File: config.mk
export PLATFORM = sky130hd
export DESIGN_NAME = cam_axi_wr_slave_flat
export DESIGN_NICKNAME = d
export VERILOG_FILES = /design/src/rtl/cam_axi_wr_if.sv /design/src/rtl/cam_axi_wr_slave.sv /design/src/flat_wrapper.sv
export SDC_FILE = /design/constraint.sdc
export NUM_CORES = 1
export LEC_CHECK = 0
export ABC_AREA = 1
export BUFFER_PORTS_ARGS = -buffer_cell sky130_fd_sc_hd__buf_2
export CELL_PAD_IN_SITES_DETAIL_PLACEMENT = 1
export CELL_PAD_IN_SITES_GLOBAL_PLACEMENT = 1
export CORE_ASPECT_RATIO = 1.2
export CORE_UTILIZATION = 39
export DETAILED_ROUTE_END_ITERATION = 12
export PLACE_DENSITY_LB_ADDON = 0.1
export SYNTH_ARGS = -nofsm -noshare
export SYNTH_HDL_FRONTEND = slang
export SYNTH_SLANG_ARGS = --single-unit
File: constraint.sdc
create_clock -name iclk -period 6.9 [get_ports iclk]
set_clock_uncertainty 0.05 [all_clocks]
set_input_delay 1.38 -clock iclk [delete_from_list [all_inputs] [get_ports iclk]]
set_output_delay 1.38 -clock iclk [all_outputs]
set_load 0.01 [all_outputs]
File: src/rtl/cam_axi_wr_if.sv
// AXI4 write-channel bundle (AW/W/B) between the camera controller master and
// the frame-buffer write slave.
interface cam_axi_wr_if #(
  parameter int AXI4_ADDRESS_WIDTH = 32,
  parameter int AXI4_WDATA_WIDTH   = 32,
  parameter int AXI4_ID_WIDTH      = 16
);
  logic [AXI4_ID_WIDTH-1:0]      aw_id_i;
  logic [AXI4_ADDRESS_WIDTH-1:0] aw_addr_i;
  logic [7:0]                    aw_len_i;
  logic [2:0]                    aw_size_i;
  logic [1:0]                    aw_burst_i;
  logic                          aw_valid_i;
  logic                          aw_ready_o;
  logic [AXI4_WDATA_WIDTH-1:0]   w_data_i;
  logic [3:0]                    w_strb_i;
  logic                          w_last_i;
  logic                          w_valid_i;
  logic                          w_ready_o;
  logic [AXI4_ID_WIDTH-1:0]      b_id_o;
  logic [1:0]                    b_resp_o;
  logic                          b_valid_o;
  logic                          b_ready_i;

  modport slave (
    input  aw_id_i, aw_addr_i, aw_len_i, aw_size_i, aw_burst_i, aw_valid_i,
    output aw_ready_o,
    input  w_data_i, w_strb_i, w_last_i, w_valid_i,
    output w_ready_o,
    output b_id_o, b_resp_o, b_valid_o,
    input  b_ready_i
  );

  modport master (
    output aw_id_i, aw_addr_i, aw_len_i, aw_size_i, aw_burst_i, aw_valid_i,
    input  aw_ready_o,
    output w_data_i, w_strb_i, w_last_i, w_valid_i,
    input  w_ready_o,
    input  b_id_o, b_resp_o, b_valid_o,
    output b_ready_i
  );
endinterface

File: src/rtl/cam_axi_wr_slave.sv
// AXI4 write slave committing camera pixel words into the frame-buffer SRAM.
// One outstanding transaction; per-beat window check; registered SRAM port.
//
// state  | meaning
// S_IDLE | aw_ready high, waiting for an address handshake
// S_DATA | w_ready high, consuming beats until len reached or w_last seen
// S_RESP | b_valid high, response held until b_ready
module cam_axi_wr_slave #(
  parameter int                              AXI4_ADDRESS_WIDTH = 32,
  parameter int                              AXI4_WDATA_WIDTH   = 32,
  parameter int                              AXI4_ID_WIDTH      = 16,
  parameter logic [AXI4_ADDRESS_WIDTH-1:0]   BASE_ADDR          = 32'h0010_0000,
  parameter int                              MEM_DEPTH          = 4096,
  localparam int                             MEM_AW             = $clog2(MEM_DEPTH)
) (
  input  logic                        iclk,
  input  logic                        rst,
  cam_axi_wr_if.slave                 axi,
  output logic                        mem_we_o,
  output logic [MEM_AW-1:0]           mem_addr_o,
  output logic [AXI4_WDATA_WIDTH-1:0] mem_wdata_o,
  output logic [3:0]                  mem_be_o,
  output logic [31:0]                 wr_beats_o,
  output logic [15:0]                 err_cnt_o
);
  localparam int AW = AXI4_ADDRESS_WIDTH;
  localparam logic [AW:0] WIN_SPAN = (AW+1)'(4 * MEM_DEPTH);

  typedef enum logic [1:0] {S_IDLE, S_DATA, S_RESP} state_t;

  state_t                      state_q, state_d;
  logic [AXI4_ID_WIDTH-1:0]    id_q, id_d;
  logic [AW-1:0]               addr_q, addr_d;
  logic [7:0]                  len_q, len_d;
  logic [7:0]                  beat_cnt_q, beat_cnt_d;
  logic                        incr_q, incr_d;
  logic                        prot_err_q, prot_err_d;
  logic                        dec_err_q, dec_err_d;
  logic                        aw_ready_q, aw_ready_d;
  logic                        w_ready_q, w_ready_d;
  logic                        b_valid_q, b_valid_d;
  logic [1:0]                  b_resp_q, b_resp_d;
  logic [AXI4_ID_WIDTH-1:0]    b_id_q, b_id_d;
  logic                        mem_we_q, mem_we_d;
  logic [MEM_AW-1:0]           mem_addr_q, mem_addr_d;
  logic [AXI4_WDATA_WIDTH-1:0] mem_wdata_q, mem_wdata_d;
  logic [3:0]                  mem_be_q, mem_be_d;
  logic [31:0]                 wr_beats_q, wr_beats_d;
  logic [15:0]                 err_cnt_q, err_cnt_d;

  logic          aw_hs, w_hs, b_hs;
  logic [AW-1:0] off;
  logic          in_win, last_beat, last_mismatch;

  always_comb begin
    aw_hs = axi.aw_valid_i & aw_ready_q;
    w_hs  = axi.w_valid_i & w_ready_q;
    b_hs  = b_valid_q & axi.b_ready_i;
    // With BASE_ADDR word aligned, the low two address bits never change the word index.
    off           = addr_q - BASE_ADDR;
    in_win        = (addr_q >= BASE_ADDR) && ({1'b0, off} < WIN_SPAN);
    last_beat     = (beat_cnt_q == len_q);
    last_mismatch = (axi.w_last_i != last_beat);

    state_d     = state_q;
    id_d        = id_q;
    addr_d      = addr_q;
    len_d       = len_q;
    beat_cnt_d  = beat_cnt_q;
    incr_d      = incr_q;
    prot_err_d  = prot_err_q;
    dec_err_d   = dec_err_q;
    aw_ready_d  = aw_ready_q;
    w_ready_d   = w_ready_q;
    b_valid_d   = b_valid_q;
    b_resp_d    = b_resp_q;
    b_id_d      = b_id_q;
    mem_we_d    = 1'b0;
    mem_addr_d  = mem_addr_q;
    mem_wdata_d = mem_wdata_q;
    mem_be_d    = mem_be_q;
    wr_beats_d  = wr_beats_q;
    err_cnt_d   = err_cnt_q;

    case (state_q)
      S_IDLE: begin
        aw_ready_d = 1'b1;
        if (aw_hs) begin
          id_d       = axi.aw_id_i;
          addr_d     = axi.aw_addr_i;
          len_d      = axi.aw_len_i;
          incr_d     = (axi.aw_burst_i == 2'b01);
          prot_err_d = (axi.aw_size_i != 3'd2) || (axi.aw_burst_i == 2'b10);
          dec_err_d  = 1'b0;
          beat_cnt_d = 8'd0;
          aw_ready_d = 1'b0;
          w_ready_d  = 1'b1;
          state_d    = S_DATA;
        end
      end
      S_DATA: begin
        if (w_hs) begin
          beat_cnt_d = beat_cnt_q + 8'd1;
          if (incr_q) addr_d = addr_q + AW'(4);
          if (!in_win) dec_err_d = 1'b1;
          if (!prot_err_q && in_win) begin
            mem_we_d    = 1'b1;
            mem_addr_d  = off[MEM_AW+1:2];
            mem_wdata_d = axi.w_data_i;
            mem_be_d    = axi.w_strb_i;
            wr_beats_d  = wr_beats_q + 32'd1;
          end
          // A mismatch can only occur on the ending beat, so it needs no flag.
          if (last_beat || axi.w_last_i) begin
            w_ready_d = 1'b0;
            b_valid_d = 1'b1;
            b_id_d    = id_q;
            if (prot_err_q || last_mismatch) b_resp_d = 2'b10;
            else if (dec_err_q || !in_win)   b_resp_d = 2'b11;
            else                             b_resp_d = 2'b00;
            state_d = S_RESP;
          end
        end
      end
      S_RESP: begin
        if (b_hs) begin
          b_valid_d  = 1'b0;
          aw_ready_d = 1'b1;
          if (b_resp_q != 2'b00 && err_cnt_q != 16'hFFFF) err_cnt_d = err_cnt_q + 16'd1;
          state_d = S_IDLE;
        end
      end
      default: state_d = S_IDLE;
    endcase
  end

  always_ff @(posedge iclk or posedge rst) begin
    if (rst) begin
      state_q     <= S_IDLE;
      id_q        <= '0;
      addr_q      <= '0;
      len_q       <= '0;
      beat_cnt_q  <= '0;
      incr_q      <= 1'b0;
      prot_err_q  <= 1'b0;
      dec_err_q   <= 1'b0;
      aw_ready_q  <= 1'b0;
      w_ready_q   <= 1'b0;
      b_valid_q   <= 1'b0;
      b_resp_q    <= '0;
      b_id_q      <= '0;
      mem_we_q    <= 1'b0;
      mem_addr_q  <= '0;
      mem_wdata_q <= '0;
      mem_be_q    <= '0;
      wr_beats_q  <= '0;
      err_cnt_q   <= '0;
    end else begin
      state_q     <= state_d;
      id_q        <= id_d;
      addr_q      <= addr_d;
      len_q       <= len_d;
      beat_cnt_q  <= beat_cnt_d;
      incr_q      <= incr_d;
      prot_err_q  <= prot_err_d;
      dec_err_q   <= dec_err_d;
      aw_ready_q  <= aw_ready_d;
      w_ready_q   <= w_ready_d;
      b_valid_q   <= b_valid_d;
      b_resp_q    <= b_resp_d;
      b_id_q      <= b_id_d;
      mem_we_q    <= mem_we_d;
      mem_addr_q  <= mem_addr_d;
      mem_wdata_q <= mem_wdata_d;
      mem_be_q    <= mem_be_d;
      wr_beats_q  <= wr_beats_d;
      err_cnt_q   <= err_cnt_d;
    end
  end

  assign axi.aw_ready_o = aw_ready_q;
  assign axi.w_ready_o  = w_ready_q;
  assign axi.b_valid_o  = b_valid_q;
  assign axi.b_resp_o   = b_resp_q;
  assign axi.b_id_o     = b_id_q;
  assign mem_we_o       = mem_we_q;
  assign mem_addr_o     = mem_addr_q;
  assign mem_wdata_o    = mem_wdata_q;
  assign mem_be_o       = mem_be_q;
  assign wr_beats_o     = wr_beats_q;
  assign err_cnt_o      = err_cnt_q;
endmodule

File: src/flat_wrapper.sv
// flat-port wrapper written by rule: the top's interface ports become plain ports
module cam_axi_wr_slave_flat 
#(
  parameter int                              AXI4_ADDRESS_WIDTH = 32,
  parameter int                              AXI4_WDATA_WIDTH   = 32,
  parameter int                              AXI4_ID_WIDTH      = 16,
  parameter logic [AXI4_ADDRESS_WIDTH-1:0]   BASE_ADDR          = 32'h0010_0000,
  parameter int                              MEM_DEPTH          = 4096,
  localparam int                             MEM_AW             = $clog2(MEM_DEPTH)
)
  (iclk, rst, mem_we_o, mem_addr_o, mem_wdata_o, mem_be_o, wr_beats_o, err_cnt_o, axi_aw_id_i, axi_aw_addr_i, axi_aw_len_i, axi_aw_size_i, axi_aw_burst_i, axi_aw_valid_i, axi_aw_ready_o, axi_w_data_i, axi_w_strb_i, axi_w_last_i, axi_w_valid_i, axi_w_ready_o, axi_b_id_o, axi_b_resp_o, axi_b_valid_o, axi_b_ready_i);
  cam_axi_wr_if #(.AXI4_ADDRESS_WIDTH(AXI4_ADDRESS_WIDTH), .AXI4_WDATA_WIDTH(AXI4_WDATA_WIDTH), .AXI4_ID_WIDTH(AXI4_ID_WIDTH)) axi_i ();
  input  logic iclk;
  input  logic rst;
  output logic mem_we_o;
  output logic [MEM_AW-1:0] mem_addr_o;
  output logic [AXI4_WDATA_WIDTH-1:0] mem_wdata_o;
  output logic [3:0] mem_be_o;
  output logic [31:0] wr_beats_o;
  output logic [15:0] err_cnt_o;
  input wire logic [$bits(axi_i.aw_id_i)-1:0] axi_aw_id_i;
  input wire logic [$bits(axi_i.aw_addr_i)-1:0] axi_aw_addr_i;
  input wire logic [$bits(axi_i.aw_len_i)-1:0] axi_aw_len_i;
  input wire logic [$bits(axi_i.aw_size_i)-1:0] axi_aw_size_i;
  input wire logic [$bits(axi_i.aw_burst_i)-1:0] axi_aw_burst_i;
  input wire logic [$bits(axi_i.aw_valid_i)-1:0] axi_aw_valid_i;
  output wire logic [$bits(axi_i.aw_ready_o)-1:0] axi_aw_ready_o;
  input wire logic [$bits(axi_i.w_data_i)-1:0] axi_w_data_i;
  input wire logic [$bits(axi_i.w_strb_i)-1:0] axi_w_strb_i;
  input wire logic [$bits(axi_i.w_last_i)-1:0] axi_w_last_i;
  input wire logic [$bits(axi_i.w_valid_i)-1:0] axi_w_valid_i;
  output wire logic [$bits(axi_i.w_ready_o)-1:0] axi_w_ready_o;
  output wire logic [$bits(axi_i.b_id_o)-1:0] axi_b_id_o;
  output wire logic [$bits(axi_i.b_resp_o)-1:0] axi_b_resp_o;
  output wire logic [$bits(axi_i.b_valid_o)-1:0] axi_b_valid_o;
  input wire logic [$bits(axi_i.b_ready_i)-1:0] axi_b_ready_i;
  assign axi_i.aw_id_i = axi_aw_id_i;
  assign axi_i.aw_addr_i = axi_aw_addr_i;
  assign axi_i.aw_len_i = axi_aw_len_i;
  assign axi_i.aw_size_i = axi_aw_size_i;
  assign axi_i.aw_burst_i = axi_aw_burst_i;
  assign axi_i.aw_valid_i = axi_aw_valid_i;
  assign axi_aw_ready_o = axi_i.aw_ready_o;
  assign axi_i.w_data_i = axi_w_data_i;
  assign axi_i.w_strb_i = axi_w_strb_i;
  assign axi_i.w_last_i = axi_w_last_i;
  assign axi_i.w_valid_i = axi_w_valid_i;
  assign axi_w_ready_o = axi_i.w_ready_o;
  assign axi_b_id_o = axi_i.b_id_o;
  assign axi_b_resp_o = axi_i.b_resp_o;
  assign axi_b_valid_o = axi_i.b_valid_o;
  assign axi_i.b_ready_i = axi_b_ready_i;
  cam_axi_wr_slave #(.AXI4_ADDRESS_WIDTH(AXI4_ADDRESS_WIDTH), .AXI4_WDATA_WIDTH(AXI4_WDATA_WIDTH), .AXI4_ID_WIDTH(AXI4_ID_WIDTH), .BASE_ADDR(BASE_ADDR), .MEM_DEPTH(MEM_DEPTH)) u_core (.iclk(iclk), .rst(rst), .axi(axi_i), .mem_we_o(mem_we_o), .mem_addr_o(mem_addr_o), .mem_wdata_o(mem_wdata_o), .mem_be_o(mem_be_o), .wr_beats_o(wr_beats_o), .err_cnt_o(err_cnt_o));
endmodule
==> results of run 1 <==
==> worst max-delay path, cell delays in order <==
cell and delay (ns):
buf_2 0.08, nand2_1 0.07, nor2_2 0.11, buf_4 0.34, nor2_1 0.15, nor2_2 0.10, buf_4 0.39, inv_1 0.38
a21oi_1 0.24, nand2_1 0.08, o21ai_0 0.07, inv_1 0.05
==> power by group through the flow <==
stage	Combinational [mW]	Sequential [mW]	Clock, mW
2_1_floorplan	0.720	1.52	0
3_3_place_gp	1.01	1.54	0
3_5_place_dp	1.05	1.55	0
4_1_cts	1.06	1.53	0.997
5_1_grt	1.20	1.57	1.03
6_report	1.03	1.53	0.964
==> state kept, by name (all words and copies together) (netlist names), 2 cells and up <==
register and count:
u_core.state_q 2, u_core.beat_cnt_q 8, u_core.mem_wdata_o 32, u_core.len_q 8
u_core.wr_beats_o 32, u_core.mem_addr_o 12, u_core.err_cnt_o 16, u_core.axi.b_resp_o 2
u_core.mem_be_o 4, u_core.addr_q 30, u_core.id_q 16, u_core.axi.b_id_o 16
==> layer usage <==
layer,vias up,routed length [um]
met5,-,0
met4,0,204
met3,17,900
met2,155,12400
met1,3750,10800
li1,3849,-
==> kinds of logic after synthesis <==
kind of cell,Yosys count,synth area share
adder cells (fa/ha/maj),6,0.00850
AO/OA/AOI/OAI,113,0.0685
flip-flops,185,0.524
XOR/XNOR,58,0.0575
buffers and inverters,130,0.0593
AND/OR/NAND/NOR,593,0.282
==> placed cells by master, fill, tap and decap left out, types with 2 or more instances in the layout <==
cell and instances:
nand3_1 45, xor2_1 37, nand2_1 385, o21ai_0 62, nor3b_1 3, o22ai_1 11, inv_8 3, nor4_1 5
nand2_2 5, clkinv_8 2, nand4_1 18, nor3_4 2, inv_6 4, nor2_1 86, o211ai_1 3, nor2_4 4
nor2_2 9, ha_1 6, clkbuf_8 2, nand3b_1 2, clkinv_4 3, a22oi_1 4, buf_2 218, inv_1 90
buf_4 6, dfrtp_1 185, xnor2_1 21, inv_2 5, clkbuf_16 17, a21oi_1 29, nor3_1 25
==> worst min-delay path by stage <==
stage | startpoint | to | slack [ns] | cells past startpoint
after global routing | u_core.axi.b_id_o[10] | u_core.axi.b_id_o[10] | 0.45 | 2
after global placement | u_core.axi.b_id_o[8] | u_core.axi.b_id_o[8] | 0.40 | 2
after detailed placement | u_core.axi.b_id_o[10] | u_core.axi.b_id_o[10] | 0.41 | 2
after floorplan | u_core.id_q[10] | u_core.id_q[10] | 0.39 | 2
after CTS | u_core.axi.b_id_o[8] | u_core.axi.b_id_o[8] | 0.43 | 2
final | u_core.axi.b_id_o[12] | u_core.axi.b_id_o[12] | 0.42 | 2
==> final cells by class <==
type | instances | area [um^2] | area share
flip-flops and latches | 185 | 4630 | 0.431
multi-input cells | 770 | 3680 | 0.343
repair buffers | 224 | 1140 | 0.106
clock buffers | 20 | 457 | 0.0425
inverters | 96 | 368 | 0.0342
well taps | 274 | 343 | 0.0319
clock inverters | 12 | 124 | 0.0115
diodes | 1 | 2.50 | 0.000233
==> results.tsv, run 1 <==
stage	metric	value	unit
power_and_ir_drop	sequential group share of total power	0.434	
drt	drt first pass iters	4	
yosys	distinct cell type count after synthesis	34	
sta	final setup slack of the worst path	3.70	ns
critical_path	worst endpoint required time	7.17	ns
critical_path	destination of the critical timing path	u_core.addr_q[20]	
yosys	synthesized cell area	8830	um^2
cells_and_area	share of final-layout standard cells stronger than drive strength 1	0.217	
power_and_ir_drop	switching power share of the total	0.381	
cells_and_area	synth-to-layout area growth	21.6	%
yosys	Syn Nets	1194	
drt	count of nets left with antenna violations after detail routing	0	
floorplanning	num rows	59	
grt	met1 layer usage reported by global route	0.268	
drt	wire length reported by the detailed router	24300	um
floorplanning	area of the core	21900	um^2
sta	RSZ-0062 raised after global routing	false	
grt	grt total ovfl	0	
grt	total global-route track usage	0.218	
clocking	CTS root buffer	clkbuf_16	
critical_path	origin of the critical flop-to-flop path	u_core.state_q[1]	
clocking	TritonCTS clock tree	done	
yosys	Yosys warning count	0	
clocking	clock transition time at the flip-flop clock pins of the worst setup and hold paths	0.08	ns
placement	total placed instance area	10200	um^2
grt	maximum number of pins on one net before global-route repair	127	
floorplanning	count of pins on the block boundary	221	
placement	Routability Congestion	0.780	
critical_path	CP Class	in -> reg	
grt	number of global-route vias before repair	8045	
sta	maximum clock frequency	312	MHz
yosys	sequential-to-total area share from yosys stat	0.524	
placement	pre-CTS worst setup slack	3.21	ns
cells_and_area	non-filler cells in the finished layout	1582	
clocking	number of hold buffers added after CTS	0	
clocking	Clock Sink Count	185	
clocking	CTS Buf Count	17	
clocking	Clk Latency, worst-skew pair	0.43	ns
floorplanning	die width	139	um
clocking	H-tree Lvls	4	
yosys	Mean Syn Cell Area	8.14	um^2
cells_and_area	NumNets Final	1403	
power_and_ir_drop	power density cells	328	nW/um^2
yosys	commonest cells in the netlist	nand2_1, dfrtp_1, inv_1	
yosys	flip-flop and latch count after synthesis	185	
yosys	share of the synthesized area in the top cell type	0.524	
power_and_ir_drop	design internal power	2.18	mW
drt	WL/cell	15.4	um
clocking	buffers inserted by post-CTS timing repair	0	
sta	Post-Route Setup TNS	0	ns
grt	wire length of the first global-routing pass	40600	um
power_and_ir_drop	relative contribution of the clock network to total power	0.273	
sta	final setup fails	0	
drt	number of vias per cell after detailed routing	4.91	
job	number of maximum-capacitance violations	0	
critical_path	startpoint types	input pin	
grt	initial antenna violation count	1	
grt	met2 global-route usage	0.398	
placement	IO buf count	218	
sta	Worst Max-Slew Pin Slew	0.967	ns
floorplanning	Die Area	23300	um^2
power_and_ir_drop	NetSw	1.34	mW
cells_and_area	utilization after layout	0.490	
critical_path	first element of the critical path	axi_aw_valid_i	
critical_path	largest driver fanout on the critical path	47	
sta	slew margin rel.	0.355	
sta	final critical-path share of the clock period	0.464	
yosys	number of synthesized flops with an enable pin	0	
yosys	leading cell types by total area after synthesis	dfrtp_1, nand2_1, inv_1, nor2_1, xor2_1	
power_and_ir_drop	post-layout power	3.53	mW
drt	remaining design rule violation count	0	
critical_path	Crit path arrival time	3.47	ns
floorplanning	chip height	167	um
drt	total vias in the final route	7771	
critical_path	Worst R2R End	u_core.addr_q[20]	
power_and_ir_drop	maximum resistive drop on vdd	0.000162	V
hold_path	type of the worst min-delay path	reg -> reg	
yosys	fraction of registers with async set/reset	1.00	
grt	met3 layer usage reported by global route	0.0351	
cells_and_area	final non-filler cell area	10700	um^2
yosys	cell count after synthesis	1085	
yosys	cell accounting for the most synthesized area	dfrtp_1	
critical_path	Worst Reg-to-Reg Cells	11	
status	outcome	finished, final reports clean	
critical_path	worst-case register-to-register setup slack	4.11	ns
clocking	cts repair resizes	0	
placement	half-perimeter wire length of the detailed placement result	17100	um
cells_and_area	number of fill cells	2766	
sta	final-report hold violation count	0	
yosys	cell with the most instances after synthesis	nand2_1	
sta	Worst Hold Margin	0.422	ns
grt	global-route layer with the greatest usage	met2	
power_and_ir_drop	combinational share of power	0.293	
yosys	predominant post-synthesis flop cell	dfrtp_1	
critical_path	type of destination of the critical path	flip-flop	
power_and_ir_drop	static leakage power	5.83	nW
sta	max-slew violations	0	
clocking	maximum count of clock buffers along a single path	2	
drt	violation count after the first detailed-routing iteration	313	
floorplanning	starting density of the core	0.403	
sta	Final Critical Period	3.20	ns
placement	placed cell count	1549	
Power figures use the tool's default switching activity.
==> run 2: changes to the inputs <==
CORE_UTILIZATION = 35   (was 39)
clock period = 2.7 ns   (was 6.9 ns; I/O delays follow)
==> results.tsv, run 2 (synthesis gave the netlist of run 1 again) <==
stage	metric	value	unit	change
status	outcome	finished, final reports clean		unchanged
floorplanning	Die Area	25900	um^2	was 23,300 um^2
critical_path	largest driver fanout on the critical path	22		was 47
clocking	buffers inserted by post-CTS timing repair	0		unchanged
cells_and_area	final non-filler cell area	10900	um^2	was 10,700 um^2
critical_path	Crit path arrival time	2.59	ns	was 3.47 ns
floorplanning	area of the core	24800	um^2	was 21,900 um^2
clocking	CTS Buf Count	17		unchanged
floorplanning	chip height	176	um	was 167 um
grt	number of global-route vias before repair	7960		was 8,045
clocking	TritonCTS clock tree	done		unchanged
clocking	Clk Latency, worst-skew pair	0.44	ns	was 0.43 ns
sta	final critical-path share of the clock period	0.873		
cells_and_area	commonest non-fill, non-tap cells in the layout	nand2_1, buf_2, dfrtp_1, inv_1, nor2_1		unchanged
cells_and_area	utilization after layout	0.442		was 0.490
placement	placed cell count	1611		was 1,549
hold_path	type of the worst min-delay path	in -> async		was reg -> reg
floorplanning	num rows	63		was 59
placement	Routability Congestion	0.781		was 0.780
cells_and_area	share of final-layout standard cells stronger than drive strength 1	0.224		was 0.217
power_and_ir_drop	post-layout power	9.19	mW	was 3.53 mW
cells_and_area	most common library cell in the layout ignoring fill and taps	nand2_1		unchanged
drt	top routing layer in use	met4		unchanged
grt	grt total ovfl	0		unchanged
critical_path	startpoint types	flip-flop		was input pin
cells_and_area	NumNets Final	1414		was 1,403
sta	Worst Hold Margin	0.0724	ns	was 0.422 ns
critical_path	worst endpoint required time	2.94	ns	was 7.17 ns
cells_and_area	synth-to-layout area growth	23.9	%	was 21.6%
power_and_ir_drop	power density cells	839	nW/um^2	was 328 nW/um^2
floorplanning	die width	147	um	was 139 um
critical_path	type of destination of the critical path	flip-flop		unchanged
job	number of maximum-capacitance violations	0		unchanged
clocking	number of hold buffers added after CTS	0		unchanged
grt	initial antenna violation count	1		unchanged
critical_path	CP Class	reg -> reg		was in -> reg
sta	max-slew violations	0		unchanged
drt	wire length on met1	11000	um	was 10,800 um
cells_and_area	non-filler cells in the finished layout	1644		was 1,582
drt	remaining design rule violation count	0		unchanged
sta	RSZ-0062 raised after global routing	false		unchanged
clocking	H-tree Lvls	4		unchanged
power_and_ir_drop	static leakage power	5.90	nW	was 5.83 nW
critical_path	origin of the critical flop-to-flop path	u_core.beat_cnt_q[0]		was u_core.state_q[1]
drt	WL met2	12200	um	was 12,400 um
drt	count of nets left with antenna violations after detail routing	0		unchanged
placement	pre-CTS worst setup slack	0.323	ns	was 3.21 ns
sta	slew margin rel.	0.373		was 0.355
critical_path	worst-case register-to-register setup slack	0.34	ns	was 4.11 ns
power_and_ir_drop	maximum resistive drop on vdd	0.000400	V	was 0.000162 V
grt	wire length of the first global-routing pass	40500	um	was 40,600 um
placement	half-perimeter wire length of the detailed placement result	17900	um	was 17,100 um
sta	maximum clock frequency	424	MHz	
floorplanning	starting density of the core	0.357		was 0.403
critical_path	Worst R2R End	u_core.axi.b_id_o[0]		was u_core.addr_q[20]
drt	violation count after the first detailed-routing iteration	195		was 313
drt	wire length reported by the detailed router	24300	um	about the same
grt	maximum number of pins on one net before global-route repair	76		was 127
grt	total global-route track usage	0.197		was 0.218
clocking	Clock Sink Count	185		unchanged
sta	final setup slack of the worst path	0.344	ns	was 3.70 ns
drt	number of vias per cell after detailed routing	4.71		was 4.91
floorplanning	count of pins on the block boundary	221		unchanged
placement	total placed instance area	10300	um^2	was 10,200 um^2
placement	IO buf count	218		unchanged
sta	final setup fails	0		unchanged
sta	Worst Max-Slew Pin Slew	0.939	ns	was 0.967 ns
clocking	clock transition time at the flip-flop clock pins of the worst setup and hold paths	0.08	ns	about the same
clocking	CTS root buffer	clkbuf_16		unchanged
clocking	cts repair resizes	0		unchanged
drt	met3 wire length	810	um	was 900 um
sta	Post-Route Setup TNS	0	ns	unchanged
drt	total vias in the final route	7751		was 7,771
critical_path	Worst Reg-to-Reg Cells	8		was 11
sta	Final Critical Period	2.36	ns	
drt	WL/cell	14.8	um	was 15.4 um
sta	final-report hold violation count	0		unchanged
drt	drt first pass iters	5		was 4
clocking	maximum count of clock buffers along a single path	2		unchanged
run 2: layout make-up:
cell class | count | area (um^2)
clock buffers | 17 | 425
flip-flops and latches | 185 | 4630
fillers | 3071 | 13800
inverters | 96 | 364
well taps | 325 | 407
clock inverters | 15 | 179
repair buffers | 235 | 1260
multi-input cells | 770 | 3680
diodes | 1 | 2.50
run 2: how the worst max path moves through the flow:
stage	depth (start not counted)	end	from	slack, ns
global placement	10	u_core.mem_wdata_o[2]	axi_w_valid_i	0.38
CTS	8	u_core.axi.b_id_o[0]	u_core.beat_cnt_q[0]	0.30
finish	8	u_core.axi.b_id_o[0]	u_core.beat_cnt_q[0]	0.34
floorplan	1	u_core.addr_q[10]	rst	-0.27
global route	8	u_core.axi.b_id_o[0]	u_core.beat_cnt_q[0]	0.16
detailed placement	8	u_core.axi.b_id_o[0]	u_core.beat_cnt_q[0]	0.32
run 2: critical path, stage by stage (launching register included):
cell and delay [ns]:
dfrtp_1 0.44, xnor2_1 0.16, nand2_1 0.07, or4_1 0.52, ha_1 0.22, nor2_1 0.15, inv_1 0.35, nand2_1 0.15
o21ai_0 0.10
run 2: where the power goes:
part	total, mW	internal, mW	leakage [nW]	switching (mW)
clock network	2.60	1.40	0.295	1.20
registers	3.90	3.38	2.40	0.514
logic	2.68	0.961	3.20	1.72
total	9.19	5.75	5.90	3.44
run 2: metal layers:
| layer | GRT usage | vias to the layer above |
|---|---|---|
| li1 | - | 3880 |
| met1 | 0.247 | 3717 |
| met2 | 0.348 | 135 |
| met3 | 0.0333 | 19 |
| met4 | 0.0558 | 0 |
| met5 | 0 | - |
